--- src/rtl/regfile_scoreboard_4bit.sv ---
// regfile_scoreboard_4bit
// 8 x 4-bit register file with a per-register busy scoreboard.
// Source operands are read combinationally, with write-through bypass from
// the writeback port. Issue stalls on RAW or WAW hazards against registers
// that are still pending. R0 is hardwired to zero and is never marked busy.
module regfile_scoreboard_4bit #(
  parameter int DATA_W = 4,
  parameter int NREG   = 8,
  parameter int AW     = 3
) (
  input  logic              clk,
  input  logic              rst_n,
  input  logic              iss_valid,
  input  logic [AW-1:0]     iss_src_a,
  input  logic [AW-1:0]     iss_src_b,
  input  logic [AW-1:0]     iss_dst,
  output logic              iss_stall,
  output logic [DATA_W-1:0] rd_data_a,
  output logic [DATA_W-1:0] rd_data_b,
  input  logic              wb_valid,
  input  logic [AW-1:0]     wb_addr,
  input  logic [DATA_W-1:0] wb_data,
  output logic [NREG-1:0]   busy_vec
);

  logic [DATA_W-1:0] regs [NREG];
  logic [NREG-1:0]   busy;
  logic [NREG-1:0]   wb_hit;
  logic [NREG-1:0]   eff_busy;
  logic [NREG-1:0]   set_vec;
  logic [NREG-1:0]   busy_nxt;
  logic              accept;

  // Operand read: R0 reads zero, a same-cycle writeback to the address wins
  // over storage so the issue stage never sees a stale value.
  function automatic logic [DATA_W-1:0] read_port(
    input logic [AW-1:0]     addr,
    input logic [DATA_W-1:0] stored,
    input logic              byp_vld,
    input logic [AW-1:0]     byp_addr,
    input logic [DATA_W-1:0] byp_data
  );
    if (addr == '0)
      return '0;
    else if (byp_vld && (byp_addr == addr))
      return byp_data;
    else
      return stored;
  endfunction

  // Hazard detection, issue acceptance and next scoreboard state.
  // A register retiring this cycle is not a hazard; a same-cycle set wins
  // over clear so a new producer issuing to it keeps the bit high.
  always_comb begin
    wb_hit      = wb_valid ? (NREG'(1) << wb_addr) : '0;
    eff_busy    = busy & ~wb_hit;
    iss_stall   = rst_n && iss_valid &&
                  (eff_busy[iss_src_a] || eff_busy[iss_src_b] || eff_busy[iss_dst]);
    accept      = iss_valid && !iss_stall;
    set_vec     = accept ? (NREG'(1) << iss_dst) : '0;
    set_vec[0]  = 1'b0;
    busy_nxt    = set_vec | (busy & ~wb_hit);
    busy_nxt[0] = 1'b0;
  end

  // Read ports are forced to zero while reset is held so a writeback arriving
  // during reset cannot leak through the bypass.
  always_comb begin
    rd_data_a = '0;
    rd_data_b = '0;
    if (rst_n) begin
      rd_data_a = read_port(iss_src_a, regs[iss_src_a], wb_valid, wb_addr, wb_data);
      rd_data_b = read_port(iss_src_b, regs[iss_src_b], wb_valid, wb_addr, wb_data);
    end
  end

  // Register storage: writeback updates any register except R0.
  always_ff @(posedge clk or negedge rst_n) begin
    if (!rst_n) begin
      for (int r = 0; r < NREG; r++) regs[r] <= '0;
    end else if (wb_valid && (wb_addr != '0)) begin
      regs[wb_addr] <= wb_data;
    end
  end

  // Scoreboard bits: reset discards every pending producer.
  always_ff @(posedge clk or negedge rst_n) begin
    if (!rst_n) busy <= '0;
    else        busy <= busy_nxt;
  end

  assign busy_vec = busy;

endmodule

--- config.mk ---
export PLATFORM = sky130hd
export DESIGN_NAME = regfile_scoreboard_4bit
export DESIGN_NICKNAME = d
export VERILOG_FILES = /design/src/rtl/regfile_scoreboard_4bit.sv
export SDC_FILE = /design/constraint.sdc
export NUM_CORES = 1
export LEC_CHECK = 0
export CAP_MARGIN = 20
export CORE_MARGIN = 1.5
export CORE_UTILIZATION = 37
export CTS_BUF_LIST = sky130_fd_sc_hd__clkbuf_2
export DETAILED_ROUTE_END_ITERATION = 8
export GPL_TIMING_DRIVEN = 0
export HOLD_SLACK_MARGIN = 0.12
export PLACE_DENSITY_LB_ADDON = 0.1
export SLEW_MARGIN = 10
export SYNTH_ARGS = -nofsm -noshare
export SYNTH_HDL_FRONTEND = slang
export SYNTH_SLANG_ARGS = --single-unit
--- constraint.sdc ---
create_clock -name clk -period 3.3 [get_ports clk]
set_clock_uncertainty 0.15 [all_clocks]
set_input_delay 0.66 -clock clk [delete_from_list [all_inputs] [get_ports clk]]
set_output_delay 0.66 -clock clk [all_outputs]
set_load 0.1 [all_outputs]
# Word-level counts from Yosys, hierarchy flattened
# Index checks and enable logic that the tools add are counted.
# W data, S select, Z words.
dict set report totals {
  regBits 39
  latchBits 0
  ramBits 0
  mem_bits_ro 0
  out_inout_bits 17
  memories 0
}
dict set report classes {
  addsub 0
  multipliers 0
  div 0
  n_lt_le_gt_ge 7
  n_eq_ne 2
  shift 2
  muxes 23
  n_bitwise 6
  reduce_logical 13
}
# operator n
set op_table {}
lappend op_table {{$mux W4} 11}
lappend op_table {{$bwmux W32} 1}
lappend op_table {{$bmux W4 S3} 2}
lappend op_table {{$mux W8} 2}
lappend op_table {{$shl A1 B3 Y8 const A} 2}
lappend op_table {{$demux W4 S3} 1}
lappend op_table {{$ge A4 B4 Y1 const B} 3}
lappend op_table {{$lt A3 B4 Y1 const B} 3}
lappend op_table {{$not A3 Y4} 3}
lappend op_table {{$bmux W1 S3} 3}
lappend op_table {{$and A8 B8 Y8} 1}
lappend op_table {{$not A8 Y8} 1}
lappend op_table {{$or A8 B8 Y8} 1}
lappend op_table {{$logic_and A1 B1 Y1} 7}
lappend op_table {{$eq A3 B3 Y1} 2}
lappend op_table {{$logic_not A3 Y1} 2}
lappend op_table {{$lt A4 B1 Y1 const B} 1}
lappend op_table {{$mux W1} 3}
lappend op_table {{$reduce_bool A3 Y1} 1}
lappend op_table {{$logic_or A1 B1 Y1} 2}
lappend op_table {{$logic_not A1 Y1} 1}

# Depth between registers and ports, before layout
dict set report logic_depth {
  depth_word 13
  mapped_depth 8
  ltp_nobuf 6
}

# Worst setup path after synthesis
# OpenSTA, ideal clock, no wires.
dict set report synth_timing {
  kind {input-to-output}
  startpoint {input port iss_src_b[1]}
  endpoint {output port rd_data_b[0]}
  arrival_time_ps 3891
  required_ps 2490
  path_slack_ps -1401
  stages 5
  path_buffers 2
  path_cell_list {clkbuf_1 > buf_1 > xnor2_1 > nand4_1 > a211oi_1}
}
dict set report synth_via {
  elab_chain_cells 7
}
# element line
set synth_rtl {}
lappend synth_rtl {{start, declared} 15} ;# input logic [AW-1:0] iss_src_b,
lappend synth_rtl {{$not A3 Y4 (not written as such)} 73} ;# rd_data_b = read_port(iss_src_b, regs[iss_src_b], wb_valid, wb_addr, wb_data);
lappend synth_rtl {{$bmux W4 S3} 73}
lappend synth_rtl {{$mux W4 (not written as such) (2 in a row)} 73}
lappend synth_rtl {{$mux W4} 45} ;# else if (byp_vld && (byp_addr == addr))
lappend synth_rtl {{$mux W4 *} 43} ;# if (addr == '0)
lappend synth_rtl {{$mux W4 *} 71} ;# if (rst_n) begin
lappend synth_rtl {{end, declared} 19} ;# output logic [DATA_W-1:0] rd_data_b,
# Mark *: on every way between the ends. The rest lies on a longest branch, timed or not. The select of a mux whose other input is x is not followed.

# Worst setup path in the final report
dict set report layout_timing {
  startpoint {input port wb_addr[1]}
  endpoint {output port iss_stall}
}
dict set report layout_via {
  elab_chain_cells 9
}
# element line
set layout_rtl {}
lappend layout_rtl {{start, declared} 21} ;# input logic [AW-1:0] wb_addr,
lappend layout_rtl {{$shl A1 B3 Y8 *} 55} ;# wb_hit = wb_valid ? (NREG'(1) << wb_addr) : '0;
lappend layout_rtl {{$mux W8 *} 55}
lappend layout_rtl {{$not A8 Y8 *} 56} ;# eff_busy = busy & ~wb_hit;
lappend layout_rtl {{$and A8 B8 Y8 *} 56}
lappend layout_rtl {{$bmux W1 S3} 58} ;# (eff_busy[iss_src_a] || eff_busy[iss_src_b] || eff_busy[iss_dst]);
lappend layout_rtl {{$mux W1 (not written as such)} 58}
lappend layout_rtl {{$logic_or A1 B1 Y1} 58}
lappend layout_rtl {{$logic_or A1 B1 Y1 *} 58}
lappend layout_rtl {{$logic_and A1 B1 Y1 *} 57} ;# iss_stall = rst_n && iss_valid &&
lappend layout_rtl {{end, declared} 17} ;# output logic iss_stall,
# Marks and branches as above.

==> impl_metrics.env <==
export IMPL_outcome="complete, no violations"
export IMPL_setup_crit_path_kind="input port to output port"
export IMPL_clockRootBuffer="clkbuf_2"
export IMPL_first_global_vias=1912
export IMPL_cts_num_sinks=39
export IMPL_final_antenna_net_count=0
export IMPL_ios=37
export IMPL_total_track_usage_pct=20.0
export IMPL_worst_skew_pair_late_latency_ps=420
export IMPL_synth_ff_type="dfrtp_1"
export IMPL_netlist_top_cell_by_area="dfrtp_1"
export IMPL_wirelength_um=6540
export IMPL_power_density_mw_per_mm2=510
export IMPL_gp_congestion=0.757
export IMPL_drv_max_cap_violation_count=0
export IMPL_clk_transition_reported_paths_ps=230
export IMPL_buffer_ports_inserted=28
export IMPL_finalCritPeriodShare_pct=99.0
export IMPL_netlist_top_cells_area="dfrtp_1, mux4_2, mux2_2"
export IMPL_ys_warnings_count=0
export IMPL_die_width_um=83.9
export IMPL_end_kind="output port"
export IMPL_grt_setup_unrepaired="yes"
export IMPL_post_drt_wl_per_cell_um=19.3
export IMPL_count_of_flip_flops_with_a_built_in_enable_after_synthesis=0
export IMPL_antenna_found_initial=0
export IMPL_htree_levels=2
export IMPL_area_delta_synth_final_pct=35.2
export IMPL_worst_path_largest_cell_delay_ps=460
export IMPL_post_dp_cell_area_mm2=0.00299
export IMPL_timing_worst_slew_pin_value_ps=973
export IMPL_p_int_mw=0.929
export IMPL_cts_root_to_sink_buffers=2
export IMPL_number_of_drc_violations_after_detailed_routing_iteration_0=51
export IMPL_cts_made_buffers=5
export IMPL_finalInstanceArea_mm2=0.00327
export IMPL_cpMaxStageDelayCell="o41a_1"
export IMPL_post_dp_hpwl_um=4310
export IMPL_slew_limit_headroom_pct=34.9
export IMPL_antennaDiodeCount=0
export IMPL_worstSetupStartpointType="input port"
export IMPL_drv_slew=0
export IMPL_core_rowCount=29
export IMPL_synth_cell_types=41
export IMPL_multiInputGateArea_mm2=0.00150
export IMPL_globalRouteOverflowTotal=0
export IMPL_worst_hold_slack_ps=358
export IMPL_filler_cell_count=570
export IMPL_timing_hold_violations_final=0
export IMPL_avgSynthCellArea_um2=12.1
export IMPL_core_mm2=0.00635
export IMPL_chipHeight_um=83.9
export IMPL_synthesis_instances=200
export IMPL_critPathBufInv=2
export IMPL_max_clock_freq_ghz=0.306
export IMPL_final_period_minus_worst_setup_slack_ps=3270
export IMPL_sw_frac_of_total_pct=44.3
export IMPL_routed_via_density=5.74
export IMPL_synth_cell_area_mm2=0.00242
export IMPL_fp_dieArea_mm2=0.00704
export IMPL_final_layout_size_suffix_gt1_share_pct=40.6
export IMPL_postLayoutCoreUtil_pct=51.6
export IMPL_layout_cells_most_common_list="dfrtp_1, buf_4, mux4_2"
export IMPL_pwr_share_clk_pct=14.3
export IMPL_mostFrequentLayoutCell="dfrtp_1"
export IMPL_fin_nets=280
export IMPL_drt_drc_violations_left=0
export IMPL_async_flop_share_pct=100
export IMPL_fraction_of_the_yosys_area_taken_by_sequential_cells_pct=40.3
export IMPL_floorplan_initialDensity_pct=38.1
export IMPL_synth_nets=220
export IMPL_tritoncts="built"
export IMPL_timing_critical_path_arrival_ps=2460
export IMPL_power_ir_vdd_worst_uv=342
export IMPL_worst_ep_required_time_ps=2490
export IMPL_critical_path_top_delay_family="compound AO/OA/AOI/OAI gates"
export IMPL_area_sequential_um2=976
export IMPL_holdCritPathClass="register to register"
export IMPL_share_seq_of_total_power_pct=38.9
export IMPL_largest_net_degree_at_the_start_of_global_routing=29
export IMPL_netSwitchingPower_mw=0.739
export IMPL_path_max_fanout=9
export IMPL_timing_final_setup_violations=0
export IMPL_route_vias_total=1939
export IMPL_comb_power_share_pct=46.8
export IMPL_synthDominantCellAreaShare_pct=40.3
export IMPL_ys_seq_elements=39
export IMPL_leakagePower_nw=1.32
export IMPL_critical_path_cell_chain="buf_4, nand4b_1, nand2_2, o31ai_2, a22o_1, o41a_1, o21a_4, buf_12"
export IMPL_first_pass_detailed_route_iteration_total=4
export IMPL_grt_first_pass_wirelength_um=10600
[worst register-to-register path: stages, from the launching register on]
cell and delay [ps]:
dfrtp_1 490, nand4_1 140, o31ai_2 90, a22o_1 210, o41a_1 460, buf_4 190, o41ai_2 280
[final timing paths]
kind,cells after the start,end,start,slack (ps)
max,8,iss_stall,wb_addr[1],30
min,1,regs[29],regs[29],360
max reg2reg,6,busy_vec[2],busy_vec[6],1220
min reg2reg,1,regs[29],regs[29],360
max in group asynchronous,3,busy_vec[7],rst_n,1280
min in group asynchronous,3,regs[30],rst_n,620
[Yosys cell counts, types with 4 or more instances]
cell type,instances
nand2_1,6
dfrtp_1,39
nand4b_1,4
nor2_1,8
clkbuf_1,9
o31ai_1,9
mux4_2,16
a211oi_1,9
nand3_1,9
inv_1,4
mux2_1,13
xnor2_1,6
nand4_1,6
mux2_2,15
mux2i_1,8
[per-stage QoR]
step	power [mW]	instances	TNS [ps]	worst slack (ps)
floorplan	1.23	200	-25.8	-8.27
global placement	1.40	305	-25860	-2690
detailed placement	1.41	307	-11950	-1370
CTS	1.67	335	0	3.68
global route	1.76	338	-16.5	-16.5
finish	1.67	338	0	33.1
[per-layer routing]
| layer | up-vias | global-route usage [%] | share of wire (%) |
|---|---|---|---|
| met5 | - | 0 | 0 |
| met4 | 0 | 7.45 | 2.2 |
| met3 | 13 | 4.15 | 4.0 |
| met2 | 46 | 31.2 | 48 |
| met1 | 982 | 27.5 | 46 |
| li1 | 898 | - | - |
[sequential cells by signal, indices dropped and copies added (netlist names)]
name      flops
busy_vec      7
regs         32
[kinds of logic after synthesis]
kind of cell	synth area share, %
muxes	31.2
xor gates and xnor gates	2.17
other	0.155
buffers and inverters	4.19
DFF	40.3
AOI/OAI and AO/OA	10.6
and+or+nand+nor	11.3
[layout make-up]
type / count / share of cell area, %
Inverter: 4 / 0.459
Tap cell: 77 / 2.94
Buffer: 18 / 5.46
Clock buffer: 5 / 0.764
Sequential cell: 39 / 29.8
Clock inverter: 3 / 0.726
Timing Repair Buffer: 53 / 14.1
Multi-Input combinational cell: 139 / 45.8
[power by group through the flow]
stage / combinational (mW) / clock (mW) / sequential (mW)
2_1_floorplan: 0.438 / 0 / 0.787
3_3_place_gp: 0.746 / 0 / 0.654
3_5_place_dp: 0.754 / 0 / 0.656
4_1_cts: 0.779 / 0.247 / 0.646
5_1_grt: 0.823 / 0.269 / 0.663
6_report: 0.782 / 0.238 / 0.648
[what timing repair did]
item / CTS / global route
buffers inserted: 17 / 3
resized for setup: 72 / 12
endpoints found under the hold margin: 13 / 0
pin swaps: 5 / 8
cloned: 1 / 0
endpoints found under the setup margin: 9 / 1
hold buffers: 2 / 0
No activity file was read; power rests on OpenSTA's default activity.
